**src/rtl/uart_cmd_master.sv**
```systemverilog
// uart_cmd_master: host-side initiator for the UART command protocol.
// Takes one command per Cmd_valid/Cmd_ready handshake, serializes its frame
// bytes onto a UART TX byte interface, and for reads/ALU commands collects the
// response bytes from a UART RX byte interface before reporting completion.
//
// Optional build macro: UART_CMD_MASTER_WR_VERIFY_EN
//   When defined, every register write is followed automatically by a read of
//   the same address; the read-back byte is returned and Rsp_mismatch flags a
//   difference from the written data.
//
// Ports:
//   CLK, RST        clock, synchronous active-high reset
//   Cmd_*           command request (type, addr, wdata/opA, opB, fun)
//   TX_data/valid   frame byte towards UART TX, TX_ready backpressure
//   RX_data/valid   response byte pulse from UART RX
//   Rsp_valid       one-cycle completion pulse with Rsp_data/Rsp_timeout
//   Rsp_mismatch    write-verify miscompare (only with the macro defined)
module uart_cmd_master #(
  parameter int unsigned Data_width     = 8,
  parameter int unsigned Address_width  = 4,
  parameter int unsigned Alu_rsp_bytes  = 2,
  parameter int unsigned Timeout_cycles = 65535
) (
  input  logic                      CLK,
  input  logic                      RST,
  input  logic                      Cmd_valid,
  output logic                      Cmd_ready,
  input  logic [1:0]                Cmd_type,
  input  logic [Address_width-1:0]  Cmd_addr,
  input  logic [Data_width-1:0]     Cmd_wdata,
  input  logic [Data_width-1:0]     Cmd_opb,
  input  logic [3:0]                Cmd_fun,
  output logic [Data_width-1:0]     TX_data,
  output logic                      TX_valid,
  input  logic                      TX_ready,
  input  logic [Data_width-1:0]     RX_data,
  input  logic                      RX_valid,
  output logic                      Rsp_valid,
  output logic [2*Data_width-1:0]   Rsp_data,
`ifdef UART_CMD_MASTER_WR_VERIFY_EN
  output logic                      Rsp_mismatch,
`endif
  output logic                      Rsp_timeout
);

  localparam int unsigned TMO_W = (Timeout_cycles < 2) ? 1 : $clog2(Timeout_cycles + 1);
  localparam logic [TMO_W-1:0] TMO_LOAD = TMO_W'(Timeout_cycles);

  localparam logic [Data_width-1:0] CODE_WR  = Data_width'(8'hAA);
  localparam logic [Data_width-1:0] CODE_RD  = Data_width'(8'hBB);
  localparam logic [Data_width-1:0] CODE_ALU = Data_width'(8'hCC);
  localparam logic [Data_width-1:0] CODE_FUN = Data_width'(8'hDD);

  typedef enum logic [1:0] {
    IDLE     = 2'd0,
    SEND     = 2'd1,
    WAIT_RSP = 2'd2,
    DONE     = 2'd3
  } state_e;

  state_e                  state_q, state_d;
  logic [Data_width-1:0]   buf_q [4];
  logic [Data_width-1:0]   buf_d [4];
  logic [1:0]              idx_q, idx_d;
  logic [1:0]              last_q, last_d;
  logic [1:0]              rx_need_q, rx_need_d;
  logic [1:0]              rx_cnt_q, rx_cnt_d;
  logic [Data_width-1:0]   rx_byte_q [2];
  logic [Data_width-1:0]   rx_byte_d [2];
  logic [TMO_W-1:0]        tmo_q, tmo_d;
  logic                    tmo_flag_q, tmo_flag_d;

  logic                    cmd_ready_q, cmd_ready_d;
  logic                    tx_valid_q, tx_valid_d;
  logic [Data_width-1:0]   tx_data_q, tx_data_d;
  logic                    rsp_valid_q, rsp_valid_d;
  logic [2*Data_width-1:0] rsp_data_q, rsp_data_d;
  logic                    rsp_timeout_q, rsp_timeout_d;

`ifdef UART_CMD_MASTER_WR_VERIFY_EN
  logic                    verify_q, verify_d;
  logic                    rsp_mismatch_q, rsp_mismatch_d;
`endif

  // Next-state, datapath and registered-output computation
  always_comb begin
    state_d    = state_q;
    buf_d      = buf_q;
    idx_d      = idx_q;
    last_d     = last_q;
    rx_need_d  = rx_need_q;
    rx_cnt_d   = rx_cnt_q;
    rx_byte_d  = rx_byte_q;
    tmo_d      = tmo_q;
    tmo_flag_d = tmo_flag_q;
`ifdef UART_CMD_MASTER_WR_VERIFY_EN
    verify_d   = verify_q;
`endif

    unique case (state_q)
      IDLE: begin
        if (Cmd_valid) begin
          state_d    = SEND;
          idx_d      = 2'd0;
          rx_cnt_d   = 2'd0;
          rx_byte_d  = '{default: '0};
          tmo_d      = TMO_LOAD;
          tmo_flag_d = 1'b0;
          buf_d      = '{default: '0};
`ifdef UART_CMD_MASTER_WR_VERIFY_EN
          verify_d   = 1'b0;
`endif
          unique case (Cmd_type)
            2'd0: begin
              buf_d[0]  = CODE_WR;
              buf_d[1]  = Data_width'(Cmd_addr);
              buf_d[2]  = Cmd_wdata;
              last_d    = 2'd2;
              rx_need_d = 2'd0;
            end
            2'd1: begin
              buf_d[0]  = CODE_RD;
              buf_d[1]  = Data_width'(Cmd_addr);
              last_d    = 2'd1;
              rx_need_d = 2'd1;
            end
            2'd2: begin
              buf_d[0]  = CODE_ALU;
              buf_d[1]  = Cmd_wdata;
              buf_d[2]  = Cmd_opb;
              buf_d[3]  = Data_width'(Cmd_fun);
              last_d    = 2'd3;
              rx_need_d = 2'(Alu_rsp_bytes);
            end
            2'd3: begin
              buf_d[0]  = CODE_FUN;
              buf_d[1]  = Data_width'(Cmd_fun);
              last_d    = 2'd1;
              rx_need_d = 2'(Alu_rsp_bytes);
            end
          endcase
        end
      end

      SEND: begin
        if (tx_valid_q && TX_ready) begin
          if (idx_q == last_q) begin
            if (rx_need_q == 2'd0) begin
`ifdef UART_CMD_MASTER_WR_VERIFY_EN
              // Reuse the buffer for the read-back frame; addr stays in [1], wdata in [2]
              buf_d[0]  = CODE_RD;
              idx_d     = 2'd0;
              last_d    = 2'd1;
              rx_need_d = 2'd1;
              verify_d  = 1'b1;
`else
              state_d   = DONE;
`endif
            end else begin
              state_d  = WAIT_RSP;
              rx_cnt_d = 2'd0;
              tmo_d    = TMO_LOAD;
            end
          end else begin
            idx_d = idx_q + 2'd1;
          end
        end
      end

      WAIT_RSP: begin
        // A byte arriving on the expiry cycle is accepted and reloads the timer
        if (RX_valid) begin
          rx_byte_d[rx_cnt_q[0]] = RX_data;
          rx_cnt_d = rx_cnt_q + 2'd1;
          tmo_d    = TMO_LOAD;
          if (rx_cnt_q == (rx_need_q - 2'd1)) begin
            state_d = DONE;
          end
        end else if (tmo_q <= TMO_W'(1)) begin
          state_d    = DONE;
          tmo_flag_d = 1'b1;
        end else begin
          tmo_d = tmo_q - TMO_W'(1);
        end
      end

      DONE: begin
        state_d = IDLE;
      end
    endcase

    // Outputs are registered from the next-state view so they align with state_q
    cmd_ready_d   = (state_d == IDLE);
    tx_valid_d    = (state_d == SEND);
    tx_data_d     = tx_valid_d ? buf_d[idx_d] : '0;
    rsp_valid_d   = (state_d == DONE);
    rsp_data_d    = (rsp_valid_d && !tmo_flag_d) ? {rx_byte_d[1], rx_byte_d[0]} : '0;
    rsp_timeout_d = rsp_valid_d && tmo_flag_d;
`ifdef UART_CMD_MASTER_WR_VERIFY_EN
    rsp_mismatch_d = rsp_valid_d && verify_d && !tmo_flag_d && (rx_byte_d[0] != buf_d[2]);
`endif
  end

  // State and output registers
  always_ff @(posedge CLK) begin
    if (RST) begin
      state_q       <= IDLE;
      buf_q         <= '{default: '0};
      idx_q         <= 2'd0;
      last_q        <= 2'd0;
      rx_need_q     <= 2'd0;
      rx_cnt_q      <= 2'd0;
      rx_byte_q     <= '{default: '0};
      tmo_q         <= '0;
      tmo_flag_q    <= 1'b0;
      cmd_ready_q   <= 1'b1;
      tx_valid_q    <= 1'b0;
      tx_data_q     <= '0;
      rsp_valid_q   <= 1'b0;
      rsp_data_q    <= '0;
      rsp_timeout_q <= 1'b0;
`ifdef UART_CMD_MASTER_WR_VERIFY_EN
      verify_q       <= 1'b0;
      rsp_mismatch_q <= 1'b0;
`endif
    end else begin
      state_q       <= state_d;
      buf_q         <= buf_d;
      idx_q         <= idx_d;
      last_q        <= last_d;
      rx_need_q     <= rx_need_d;
      rx_cnt_q      <= rx_cnt_d;
      rx_byte_q     <= rx_byte_d;
      tmo_q         <= tmo_d;
      tmo_flag_q    <= tmo_flag_d;
      cmd_ready_q   <= cmd_ready_d;
      tx_valid_q    <= tx_valid_d;
      tx_data_q     <= tx_data_d;
      rsp_valid_q   <= rsp_valid_d;
      rsp_data_q    <= rsp_data_d;
      rsp_timeout_q <= rsp_timeout_d;
`ifdef UART_CMD_MASTER_WR_VERIFY_EN
      verify_q       <= verify_d;
      rsp_mismatch_q <= rsp_mismatch_d;
`endif
    end
  end

  assign Cmd_ready   = cmd_ready_q;
  assign TX_valid    = tx_valid_q;
  assign TX_data     = tx_data_q;
  assign Rsp_valid   = rsp_valid_q;
  assign Rsp_data    = rsp_data_q;
  assign Rsp_timeout = rsp_timeout_q;
`ifdef UART_CMD_MASTER_WR_VERIFY_EN
  assign Rsp_mismatch = rsp_mismatch_q;
`endif

endmodule

```
**config.mk**
```make
export PLATFORM = sky130hd
export DESIGN_NAME = uart_cmd_master
export DESIGN_NICKNAME = d
export VERILOG_FILES = /design/src/rtl/uart_cmd_master.sv
export SDC_FILE = /design/constraint.sdc
export NUM_CORES = 1
export LEC_CHECK = 0
export BUFFER_PORTS_ARGS = -buffer_cell sky130_fd_sc_hd__clkbuf_2
export CELL_PAD_IN_SITES_DETAIL_PLACEMENT = 2
export CELL_PAD_IN_SITES_GLOBAL_PLACEMENT = 2
export CORE_ASPECT_RATIO = 1.5
export CORE_MARGIN = 4
export CORE_UTILIZATION = 35
export DETAILED_ROUTE_END_ITERATION = 6
export PLACE_DENSITY = 0.87
export SKIP_CTS_REPAIR_TIMING = 1
export SKIP_LAST_GASP = 1
export SLEW_MARGIN = 0
export SYNTH_ARGS = -nofsm -noshare
export SYNTH_HDL_FRONTEND = slang
export SYNTH_SLANG_ARGS = --single-unit
```
**constraint.sdc**
```tcl
create_clock -name CLK -period 4.9 [get_ports CLK]
set_clock_uncertainty 0.15 [all_clocks]
set_input_delay 0.735 -clock CLK [delete_from_list [all_inputs] [get_ports CLK]]
set_output_delay 0.735 -clock CLK [all_outputs]
set_load 0.01 [all_outputs]
```
==> impl_metrics.json <==
{
  "status": "finished, final reports clean",
  "setup_viol": 0,
  "ys_seq_elements": 103,
  "drc": 0,
  "num_rows": 50,
  "synth.top_cell.area_share": 0.4677,
  "clock-sinks": 103,
  "grt_pass1_vias": 4408,
  "cp-start-kind": "flip-flop",
  "ys_types": 54,
  "crit_fanout": 18,
  "core_mm2": 0.01239,
  "dieArea_mm2": 0.01449,
  "clk_pin_slew_ns": 0.08,
  "rsz0062_at_grt": "false",
  "finalHoldViolCount": 0,
  "pre_cts_ws_ns": 1.302,
  "worstReg2RegStart": "state_q[0]",
  "async_flop_share": 0,
  "fmax_ghz": 0.2864,
  "antenna_found_initial": 0,
  "tritoncts": "yes",
  "grt_pass1_wl_um": 23060,
  "gp_congestion": 0.7780,
  "drv_slew": 0,
  "cts_buffers": 9,
  "syn_nets": 530,
  "gr-total-overflow": 0,
  "avgSynthCellArea_um2": 9.035,
  "r2r_cells": 5,
  "synth_edf_count": 0,
  "crit_arrival_ns": 3.61,
  "cp-end-kind": "flip-flop",
  "cts_max_level": 3,
  "cts_root_buffer": "clkbuf_16",
  "dp.final_hpwl_um": 9814,
  "hold_start": "buf_q[5]",
  "synth-seq-area-share": 0.4677,
  "first_pass_iters": 5,
  "yosysWarnings": 0,
  "drt_iter0_drc": 107,
  "die_h_um": 145.5,
  "power.share.sequential": 0.480,
  "crit_required_ns": 5.02,
  "ff2ff_setup_slack_ns": 1.41,
  "tightest_slew_ns": 1.232,
  "antenna_cells": 0,
  "fin_ws_ns": 1.408,
  "die_w_um": 99.65,
  "synth_area_leaders": "dfxtp_1, nor2_1, a21oi_1, nor4b_1, mux2i_1",
  "clk-insertion-delay-late_ns": 0.36,
  "nets": 578,
  "drive_gt1_frac": 0.1926,
  "vias": 3970,
  "max_slew_margin": 0.1668,
  "fin_crit_ns": 3.492,
  "period_share": 0.7126,
  "routed_wl_um": 13910,
  "io_buffers": 66,
  "pwr-share-comb": 0.127,
  "cts.path.max_buffers": 2,
  "synthCells": 488,
  "swShare": 0.2765,
  "fin_tns_setup_ns": 0,
  "start_util": 0.3560,
  "hold_class": "flip-flop to flip-flop",
  "wl_per_cell_um": 19.99,
  "p_leak_nw": 2.009,
  "via_per_inst": 5.704,
  "areaGrowthSynthToFinish_pct": 16.69,
  "critPathKind": "flip-flop to flip-flop",
  "ant_nets": 0,
  "whs_path_depth": 2,
  "max_cap_violations": 0,
  "finalPower_mw": 1.876,
  "synthFlopType": "dfxtp_1",
  "ir_drop_v": 0.0001606,
  "holdWs_ns": 0.3034,
  "reg2reg_to": "tmo_q[9]",
  "hold_end": "buf_q[5]",
  "grt_max_degree": 53,
  "gr-usage-all-layers": 0.1981,
  "p_sw_uw": 518.9,
  "syn_area_mm2": 0.004409,
  "p_int_mw": 1.357,
  "io_pins": 67,
  "pwr-share-clk": 0.393,
  "p_per_area_mw_per_mm2": 364.7,
  "synth_area_leader_cell": "dfxtp_1"
}
## layout make-up
| type | instances | area [um^2] |
|---|---|---|
| Clock buffer | 9 | 225.2 |
| Sequential cell | 103 | 2062 |
| Fill cell | 1401 | 7242 |
| Inverter | 15 | 56.30 |
| Tap cell | 156 | 195.2 |
| Clock inverter | 6 | 70.07 |
| Multi-Input combinational cell | 335 | 2161 |
| Timing Repair Buffer | 72 | 375.4 |
## worst max-delay path by stage
stage / startpoint / endpoint / slack, ns / cells after the start
finish: state_q[0] / tmo_q[9] / 1.41 / 5
global route: state_q[0] / tmo_q[9] / 1.09 / 5
CTS: state_q[0] / tmo_q[9] / 1.42 / 5
detailed placement: TX_ready / tmo_q[9] / 1.30 / 6
global placement: TX_ready / tmo_q[9] / 1.42 / 6
floorplan: Cmd_valid / TX_data[4] / 2.29 / 7
## synth_stat cells, types with 2 or more instances
cell,number
ha_1,3
o32a_1,2
nor3_1,19
mux2_2,6
dfxtp_1,103
nor2b_1,7
nand2_1,21
nand4_1,3
a211oi_1,5
a22oi_1,21
o31ai_1,6
buf_1,2
a311oi_1,3
nand3_1,12
xor2_1,7
nand2b_1,4
buf_2,3
nor2_1,63
a21oi_1,35
nor4b_1,20
o21ai_0,4
or2_2,5
a31oi_1,7
mux2i_1,16
o2111ai_1,5
o211ai_1,19
inv_1,15
nor3b_1,2
o2bb2ai_1,2
or4_1,3
clkbuf_1,30
or3_1,8
a21o_1,5
xnor2_1,2
## power groups by stage
stage | registers (mW) | clock network, mW | logic [mW]
after detailed placement | 0.919 | 0 | 0.237
after global placement | 0.917 | 0 | 0.223
final | 0.901 | 0.737 | 0.239
after CTS | 0.901 | 0.745 | 0.241
after global routing | 0.906 | 0.778 | 0.267
after floorplan | 0.912 | 0 | 0.157
## through the flow
step	utilization	cell area, um^2	std cells
after global routing	0.4154	5145	696
after detailed placement	0.3915	4850	681
after global placement	0.3915	4850	681
after CTS	0.4154	5145	696
after floorplan	-	4409	488
final	0.4154	5145	696
## layout by cell type, fill, tap and decap left out, types with 7 or more instances in the layout
cell type	netlist	routed
xor2_1	7	7
nand3_1	12	12
dfxtp_1	103	103
or3_1	8	8
nand2_1	21	21
clkbuf_2	0	66
o211ai_1	19	19
a22oi_1	21	21
a31oi_1	7	7
clkbuf_16	0	9
nor2b_1	7	7
inv_1	15	15
mux2i_1	16	16
nor2_1	63	63
a21oi_1	35	35
nor4b_1	20	20
nor3_1	19	19
## worst max-delay path, cell delays in order (launching register included)
cell and delay, ns:
dfxtp_1 0.62, nand4b_1 0.71, o41ai_4 0.83, o2111ai_1 0.41, or4_1 0.50, a31oi_1 0.18
## kinds of logic after synthesis
kind of cell             Yosys count  synth area share
multiplexers                      22           0.05164
buffers and inverters             50           0.04342
AO/OA/AOI/OAI                    123            0.1947
adder cells (fa/ha/maj)            3          0.008514
AND/OR/NAND/NOR                  178            0.2162
flip-flops                       103            0.4677
XOR/XNOR                           9           0.01788
## state kept, by name, summed over array words and instances (netlist names)
signal	count
state_q	2
rx_cnt_q	2
Rsp_timeout	1
idx_q	2
Rsp_valid	1
tmo_q	16
buf_q	32
rx_byte_q	16
tmo_flag_q	1
TX_valid	1
Rsp_data	16
rx_need_q	2
Cmd_ready	1
TX_data	8
last_q	2
## layer usage
layer / up-vias / share of wire / GRT usage
met5: - / 0 / 0
met4: 0 / 0.020 / 0.06699
met3: 20 / 0.031 / 0.02830
met2: 66 / 0.56 / 0.3816
met1: 2013 / 0.39 / 0.2152
li1: 1871 / - / -
Power figures use the tool's default switching activity.
